$ cat src/rtl/plot_accel_driver.sv
// Host-side initiator for the stack-machine accelerator: streams the RPN queue, sweeps x
// reading back y per column, then terminates; each (x, y/skip) pair leaves on a valid/ready stream.
module plot_accel_driver #(
  parameter int INTEGER_PART_WIDTH    = 8,
  parameter int FRACTIONAL_PART_WIDTH = 8,
  parameter int OUTPUT_QUEUE_SIZE     = 64,
  parameter int HOR_ACTIVE_PIXELS     = 640,
  parameter int VER_ACTIVE_PIXELS     = 480,
  localparam int NUMBER_WIDTH = INTEGER_PART_WIDTH + FRACTIONAL_PART_WIDTH,
  localparam int X_WIDTH      = $clog2(HOR_ACTIVE_PIXELS),
  localparam int Y_WIDTH      = $clog2(VER_ACTIVE_PIXELS),
  localparam int LEN_WIDTH    = $clog2(OUTPUT_QUEUE_SIZE + 1),
  localparam int ADDR_WIDTH   = $clog2(OUTPUT_QUEUE_SIZE)
) (
  input  logic                    clk,
  input  logic                    rst,
  input  logic                    start,
  input  logic [LEN_WIDTH-1:0]    queue_length,
  output logic                    busy,
  output logic                    done,
  output logic                    queue_rd,
  output logic [ADDR_WIDTH-1:0]   queue_addr,
  input  logic [NUMBER_WIDTH:0]   queue_data,
  input  logic                    accel_can_read,
  input  logic                    accel_can_write,
  output logic                    accel_read_enable,
  output logic                    accel_write_enable,
  input  logic [15:0]             accel_read_data,
  output logic [15:0]             accel_write_data,
  output logic                    result_valid,
  input  logic                    result_ready,
  output logic [X_WIDTH-1:0]      result_x,
  output logic [Y_WIDTH-1:0]      result_y,
  output logic                    result_skip
);

  // state  | meaning
  // IDLE   | waiting for start
  // FETCH  | queue RAM read strobe for item i
  // LATCH  | capture queue_data into item register
  // TYPE   | write type word
  // INT    | write integer word
  // FRAC   | write fractional word, advance item
  // END    | write queue terminator
  // X      | write current x
  // READ   | read y for current x
  // RESULT | hold result until downstream accepts
  // TERM   | write sweep terminator
  typedef enum logic [3:0] {
    S_IDLE, S_FETCH, S_LATCH, S_TYPE, S_INT, S_FRAC,
    S_END, S_X, S_READ, S_RESULT, S_TERM
  } state_t;

  localparam logic [X_WIDTH-1:0] X_LAST = X_WIDTH'(HOR_ACTIVE_PIXELS - 1);

  state_t                            state;
  logic                              write_pending;
  logic                              read_pending;
  logic [LEN_WIDTH-1:0]              len;
  logic [LEN_WIDTH-1:0]              i;
  logic [X_WIDTH-1:0]                x;
  logic [INTEGER_PART_WIDTH-1:0]     item_int;
  logic [FRACTIONAL_PART_WIDTH-1:0]  item_frac;

  logic [LEN_WIDTH-1:0] len_clamped;
  logic [LEN_WIDTH-1:0] i_next;
  logic [X_WIDTH-1:0]   x_next;

  assign len_clamped = (queue_length > LEN_WIDTH'(OUTPUT_QUEUE_SIZE)) ?
                       LEN_WIDTH'(OUTPUT_QUEUE_SIZE) : queue_length;
  assign i_next      = i + LEN_WIDTH'(1);
  assign x_next      = x + X_WIDTH'(1);

  assign accel_write_enable = write_pending & accel_can_write;
  assign accel_read_enable  = read_pending & accel_can_read;

  always_ff @(posedge clk or posedge rst) begin
    if (rst) begin
      state            <= S_IDLE;
      write_pending    <= 1'b0;
      read_pending     <= 1'b0;
      len              <= '0;
      i                <= '0;
      x                <= '0;
      item_int         <= '0;
      item_frac        <= '0;
      busy             <= 1'b0;
      done             <= 1'b0;
      queue_rd         <= 1'b0;
      queue_addr       <= '0;
      accel_write_data <= '0;
      result_valid     <= 1'b0;
      result_x         <= '0;
      result_y         <= '0;
      result_skip      <= 1'b0;
    end else begin
      done <= 1'b0;
      case (state)
        S_IDLE: begin
          if (start) begin
            len  <= len_clamped;
            busy <= 1'b1;
            i    <= '0;
            if (len_clamped == '0) begin
              accel_write_data <= 16'h0000;
              write_pending    <= 1'b1;
              state            <= S_END;
            end else begin
              queue_rd   <= 1'b1;
              queue_addr <= '0;
              state      <= S_FETCH;
            end
          end
        end
        S_FETCH: begin
          queue_rd <= 1'b0;
          state    <= S_LATCH;
        end
        S_LATCH: begin
          item_int         <= queue_data[NUMBER_WIDTH-1:FRACTIONAL_PART_WIDTH];
          item_frac        <= queue_data[FRACTIONAL_PART_WIDTH-1:0];
          accel_write_data <= {14'b0, 1'b1, queue_data[NUMBER_WIDTH]};
          write_pending    <= 1'b1;
          state            <= S_TYPE;
        end
        S_TYPE: begin
          if (accel_write_enable) begin
            accel_write_data <= {{(16-INTEGER_PART_WIDTH){1'b0}}, item_int};
            state            <= S_INT;
          end
        end
        S_INT: begin
          if (accel_write_enable) begin
            accel_write_data <= {{(16-FRACTIONAL_PART_WIDTH){1'b0}}, item_frac};
            state            <= S_FRAC;
          end
        end
        S_FRAC: begin
          if (accel_write_enable) begin
            i <= i_next;
            if (i_next == len) begin
              accel_write_data <= 16'h0000;
              state            <= S_END;
            end else begin
              write_pending <= 1'b0;
              queue_rd      <= 1'b1;
              queue_addr    <= i_next[ADDR_WIDTH-1:0];
              state         <= S_FETCH;
            end
          end
        end
        S_END: begin
          if (accel_write_enable) begin
            x                <= '0;
            accel_write_data <= 16'h0000;
            state            <= S_X;
          end
        end
        S_X: begin
          if (accel_write_enable) begin
            write_pending <= 1'b0;
            read_pending  <= 1'b1;
            state         <= S_READ;
          end
        end
        S_READ: begin
          if (accel_read_enable) begin
            read_pending <= 1'b0;
            result_x     <= x;
            result_y     <= accel_read_data[Y_WIDTH-1:0];
            result_skip  <= (accel_read_data == 16'hFFFF);
            result_valid <= 1'b1;
            state        <= S_RESULT;
          end
        end
        S_RESULT: begin
          // the next X word waits for acceptance so only one result is ever outstanding
          if (result_ready) begin
            result_valid  <= 1'b0;
            write_pending <= 1'b1;
            if (x == X_LAST) begin
              accel_write_data <= 16'hFFFF;
              state            <= S_TERM;
            end else begin
              x                <= x_next;
              accel_write_data <= {{(16-X_WIDTH){1'b0}}, x_next};
              state            <= S_X;
            end
          end
        end
        S_TERM: begin
          if (accel_write_enable) begin
            write_pending <= 1'b0;
            busy          <= 1'b0;
            done          <= 1'b1;
            state         <= S_IDLE;
          end
        end
        default: state <= S_IDLE;
      endcase
    end
  end

endmodule

$ cat config.mk
export PLATFORM = sky130hd
export DESIGN_NAME = plot_accel_driver
export DESIGN_NICKNAME = d
export VERILOG_FILES = /design/src/rtl/plot_accel_driver.sv
export SDC_FILE = /design/constraint.sdc
export NUM_CORES = 1
export LEC_CHECK = 0
export CORE_ASPECT_RATIO = 1.4
export CORE_UTILIZATION = 40
export CTS_BUF_LIST = sky130_fd_sc_hd__clkbuf_4
export DETAILED_ROUTE_END_ITERATION = 6
export PLACE_DENSITY_LB_ADDON = 0.05
export SKIP_LAST_GASP = 1
export SLEW_MARGIN = 30
export SYNTH_ARGS = -nofsm -noshare
export SYNTH_HDL_FRONTEND = slang
export SYNTH_SLANG_ARGS = --single-unit
$ cat constraint.sdc
create_clock -name clk -period 7.8 [get_ports clk]
set_input_delay 0.78 -clock clk [delete_from_list [all_inputs] [get_ports clk]]
set_output_delay 0.78 -clock clk [all_outputs]
set_load 0.01 [all_outputs]
# == Word-level counts from Yosys, hierarchy flattened ==
# Index checks and enable logic that the tools add are counted.
# totals
ff_bits,92
in_bits,46
output_inout_bits,48
elab_cells,131
# op_classes
addsub,2
order_cmp,1
n_eq_ne,28
muxes,58
bitwise_logic,2
reduce_logical,23
# ops
cell,n
16-bit 2-to-1 mux,9
16-bit one-hot mux with 7 select lines,1
4-bit one-hot mux with 11 select lines,1
4-bit 2-to-1 mux,10
10-bit 2-to-1 mux,3
"2-bit inequality test, second input constant",14
6-bit 2-to-1 mux,4
7-bit 2-to-1 mux,3
10-bit one-hot mux with 2 select lines,1
9-bit AND reduction,2
1-bit 2-to-1 mux,17
"16-bit == test, second input constant",1
"4-bit by 3-bit == test with 1-bit output, second input constant",4
7-bit one-hot mux with 2 select lines,1
"4-bit == test, second input constant",3
6-bit one-hot mux with 2 select lines,1
3-bit AND reduction,4
"10-bit by 1-bit adder with 10-bit output, second input constant",1
"10-bit == test, second input constant",1
5-bit AND reduction,2
2-bit nonzero test,5
"4-bit by 2-bit == test with 1-bit output, second input constant",2
"7-bit by 1-bit adder with 7-bit output, second input constant",1
7-bit == test,1
other kinds (17),22

# == Depth between registers and ports, before layout ==
# logic_depth
depth_word,6
mapped_depth,11
ltp_nobuf,7

# == Least setup slack after synthesis ==
# OpenSTA, ideal clock, no wires.
# synth_path
path_kind,flip-flop to flip-flop
start,register i[0]
end,register accel_write_data[14]
setup_ps,125
arrival_ps,2481
t_required_ps,7675
setup_slack_ps,5194
stages_incl_launch_ff,12
n_path_buf,4
synth_period_minus_slack_ps,2606
path_cell_list,dfrtp_1 > ha_1 > buf_6 > and3_1 > buf_2 > a21oi_1 > a211o_1 > or4_1 > buf_2 > a21oi_4 > buf_8 > mux2_4
# synth_between
elab_chain_len,4
# synth_rtl
item,line,source
"start, declared",60,logic [LEN_WIDTH-1:0] i;
"start signal, assigned",140,i <= i_next;
7-bit by 1-bit adder with 7-bit output,71,assign i_next = i + LEN_WIDTH'(1);
7-bit == test,141,if (i_next == len) begin
2-bit inequality test (no source line),n/a,
9-bit AND reduction (no source line),n/a,
"end signal, assigned",128,"accel_write_data <= {{(16-INTEGER_PART_WIDTH){1'b0}}, item_int};"
"end signal, assigned",134,"accel_write_data <= {{(16-FRACTIONAL_PART_WIDTH){1'b0}}, item_frac};"
"end signal, assigned",186,"accel_write_data <= {{(16-X_WIDTH){1'b0}}, x_next};"
"end, declared",29,"output logic [15:0] accel_write_data,"
# Every way passes these cells.
# A chain may end at the register's enable or synchronous reset.

# == Worst setup path in the final report ==
# layout_path
start,register i[0]
end,register accel_write_data[1]
# The elaborated chain is that of the path after synthesis.

==> flow_metrics.env <==
export IMPL_cts_buffers=9
export IMPL_totalWireLength_mm=11.57
export IMPL_cts_tree="built"
export IMPL_power_leakage_nw=2.371
export IMPL_r2r_slack_ps=4690
export IMPL_finalSetupTns_ps=0
export IMPL_grt_pass1_wl_mm=19.13
export IMPL_core_mm2=0.01092
export IMPL_hp_class="reg2reg"
export IMPL_postLayoutCoreUtil_pct=51.40
export IMPL_highest_layer="met4"
export IMPL_vias=3647
export IMPL_syn_area_per_cell_um2=10.26
export IMPL_drive_gt1_share_pct=12.79
export IMPL_wl_met2_mm=6.096
export IMPL_clock_sinks=87
export IMPL_outcome="finished clean"
export IMPL_setup_viol=0
export IMPL_whs_path_depth=2
export IMPL_startpoint_type="register"
export IMPL_ctsLongestPathBuffers=2
export IMPL_synth_top_cell_area_share_pct=47.92
export IMPL_placed_cells=650
export IMPL_p_per_area_mw_per_mm2=290.8
export IMPL_slew_limit_headroom_pct=37.71
export IMPL_critical_path_class="reg2reg"
export IMPL_clk_pin_slew_ps=140
export IMPL_cts_max_level=3
export IMPL_nets=568
export IMPL_timing_rr_start="i[0]"
export IMPL_overflow=0
export IMPL_cap_violations=0
export IMPL_post_dp_hpwl_mm=8.533
export IMPL_initial_core_util_pct=41.59
export IMPL_final_hold_viol_count=0
export IMPL_drv_slew=0
export IMPL_power_internal_mw=1.012
export IMPL_synthDistinctLibCells=59
export IMPL_grt_max_degree=69
export IMPL_ys_seq_area_share_pct=47.92
export IMPL_syn2layout_area_growth_pct=23.57
export IMPL_power_switching_mw=0.6208
export IMPL_sw_frac_of_total_pct=38.02
export IMPL_ys_seq_elements=87
export IMPL_grt_pass1_vias=3672
export IMPL_drt_iter0_drc=141
export IMPL_comb_power_share_pct=42.0
export IMPL_antenna_found_initial=1
export IMPL_rsz0062_at_grt="no"
export IMPL_cts_setup_buffers=0
export IMPL_crit_fanout=11
export IMPL_ys_warn_count=0
export IMPL_hp_start="read_pending"
export IMPL_wl_met3_um=398
export IMPL_synth_area_leaders="dfrtp_1, mux2_2, nand2_1, o21ai_0, xnor2_1"
export IMPL_stdcell_count=666
export IMPL_vdd_ir_drop_worst_mv=0.1161
export IMPL_ys_flop_type="dfrtp_1"
export IMPL_syn_area_mm2=0.004543
export IMPL_firstDrtPassIters=5
export IMPL_die_area_mm2=0.01179
export IMPL_synth_fp_nets=491
export IMPL_whs_endpoint="read_pending"
export IMPL_synth_top_area_cell="dfrtp_1"
export IMPL_max_freq_ghz=0.3212
export IMPL_arrival_ps=3460
export IMPL_die_height_um=128.1
export IMPL_tightest_slew_ps=925.8
export IMPL_synth_edff_count=0
export IMPL_grt_total_usage_pct=21.18
export IMPL_num_fill_cells=1044
export IMPL_cts_root_buf="clkbuf_4"
export IMPL_critPathCaptureType="register"
export IMPL_stdcell_area_mm2=0.005614
export IMPL_gp_congestion=0.8343
export IMPL_power_frac_clock_pct=15.2
export IMPL_met1_length_mm=4.655
export IMPL_syn_instance_count=443
export IMPL_vias_per_cell=5.476
export IMPL_r2r_cells=7
export IMPL_ant_nets=0
export IMPL_worst_r2r_endpoint="accel_write_data[1]"
export IMPL_cp_required_ps=8150
export IMPL_ioPinCount=94
export IMPL_port_buffers=93
export IMPL_async_flop_share_pct=100.0
export IMPL_cts_repair_resized=0
export IMPL_postCtsHoldBufs=0
export IMPL_wl_per_cell_um=17.38
export IMPL_fin_crit_sh_pct=39.92
export IMPL_seq_power_share_pct=42.7
export IMPL_die_w_um=92.07
export IMPL_drc=0
export IMPL_worstSkewPairLatency_ps=440
export IMPL_fin_skew_ps=15.87
export IMPL_min_period_ps=3114
export IMPL_rows=45
export IMPL_place_area_mm2=0.005478
==> Yosys cell counts, types with 3 or more instances <==
master	n
xnor2_1	12
o22ai_1	3
o31ai_1	5
buf_4	6
clkbuf_1	11
nand3_1	14
mux2_2	36
a22o_1	3
a22oi_1	6
nor2b_1	4
a21oi_1	12
xor2_1	6
nor3_1	5
a221oi_1	3
buf_6	4
nand3b_1	5
and2_1	3
inv_1	6
a2bb2oi_1	6
and3_1	6
nor2_1	27
mux2i_1	6
nor3b_1	3
a31oi_1	3
nor4_1	4
dfrtp_1	87
nand4_1	8
nand2_1	56
nand2b_1	10
mux2_4	5
o21ai_0	38
buf_2	5
==> kinds of logic after synthesis <==
group / count (synthesis) / share of synthesized area, %
buffers and inverters: 36 / 5.040
adder cells (fa/ha/maj): 2 / 0.5507
AO/OA/AOI/OAI: 97 / 14.18
multiplexers: 47 / 11.90
XOR/XNOR: 18 / 3.470
flip-flops: 87 / 47.92
AND/OR/NAND/NOR: 156 / 16.94
==> state kept, by name, summed over array words and instances, names as in the netlist <==
signal and flops:
write_pending 1, read_pending 1, item_int 8, item_frac 8
done 1, i 7, result_skip 1, result_valid 1
busy 1, x 10, queue_addr 6, state 4
queue_rd 1, result_y 9, len 7, result_x 10
accel_write_data 11
==> power groups by stage <==
stage / clock network [mW] / logic (mW) / registers [mW]
2_1_floorplan: 0 / 0.525 / 0.653
3_3_place_gp: 0 / 0.680 / 0.706
3_5_place_dp: 0 / 0.687 / 0.707
4_1_cts: 0.260 / 0.692 / 0.699
5_1_grt: 0.278 / 0.763 / 0.716
6_report: 0.249 / 0.686 / 0.698
==> worst max-delay path by stage <==
| stage | slack, ps | start | end |
|---|---|---|---|
| 2_1_floorplan | 4770 | rst | accel_write_data[0] |
| 5_1_grt | 4530 | i[0] | accel_write_data[1] |
| 3_3_place_gp | 4590 | queue_length[3] | accel_write_data[1] |
| 3_5_place_dp | 4560 | queue_length[3] | accel_write_data[1] |
| 4_1_cts | 4710 | i[0] | accel_write_data[1] |
| 6_report | 4690 | i[0] | accel_write_data[1] |
==> final cells by class <==
class / instances / area, µm² / area share, %
timing repair buffer: 96 / 957.2 / 17.05
clock inverter: 6 / 62.56 / 1.114
inverter: 6 / 23.77 / 0.4234
clock buffer: 9 / 67.56 / 1.203
sequential: 87 / 2177 / 38.78
antenna: 1 / 2.502 / 0.04457
multi-input combinational: 320 / 2147 / 38.24
tap: 141 / 176.4 / 3.142
==> worst max-delay path: stages, from the launching register on <==
cell     delay, ps
dfrtp_1        500
ha_1           390
and3_1         320
a21oi_1        100
a211o_1        240
or4_1          660
a21oi_4        430
mux2_2         380
==> per-layer routing <==
layer	vias up	global-route usage (%)
li1	1751	-
met1	1788	25.18
met2	83	36.65
met3	25	4.033
met4	0	10.11
met5	-	0
==> layout by cell type (no fill, tap or decap), types with 8 or more instances in the layout <==
master / Yosys / routed
nand3_1: 14 / 13
nand2_1: 56 / 56
xnor2_1: 12 / 12
nor2_1: 27 / 27
o21ai_0: 38 / 38
a21oi_1: 12 / 12
nand4_1: 8 / 8
clkbuf_4: 1 / 9
dfrtp_1: 87 / 87
mux2_2: 36 / 36
clkdlybuf4s50_1: 0 / 93
nand2b_1: 10 / 10
==> through the flow <==
step / worst slack [ps] / hold slack [ps] / power, mW
floorplan: 4770 / 439.3 / 1.179
global placement: 4590 / 455.6 / 1.387
detailed placement: 4560 / 456.1 / 1.395
CTS: 4709 / 488.2 / 1.651
global route: 4532 / 521.8 / 1.757
finish: 4686 / 487.3 / 1.633
(Power assumes the default switching activity.)
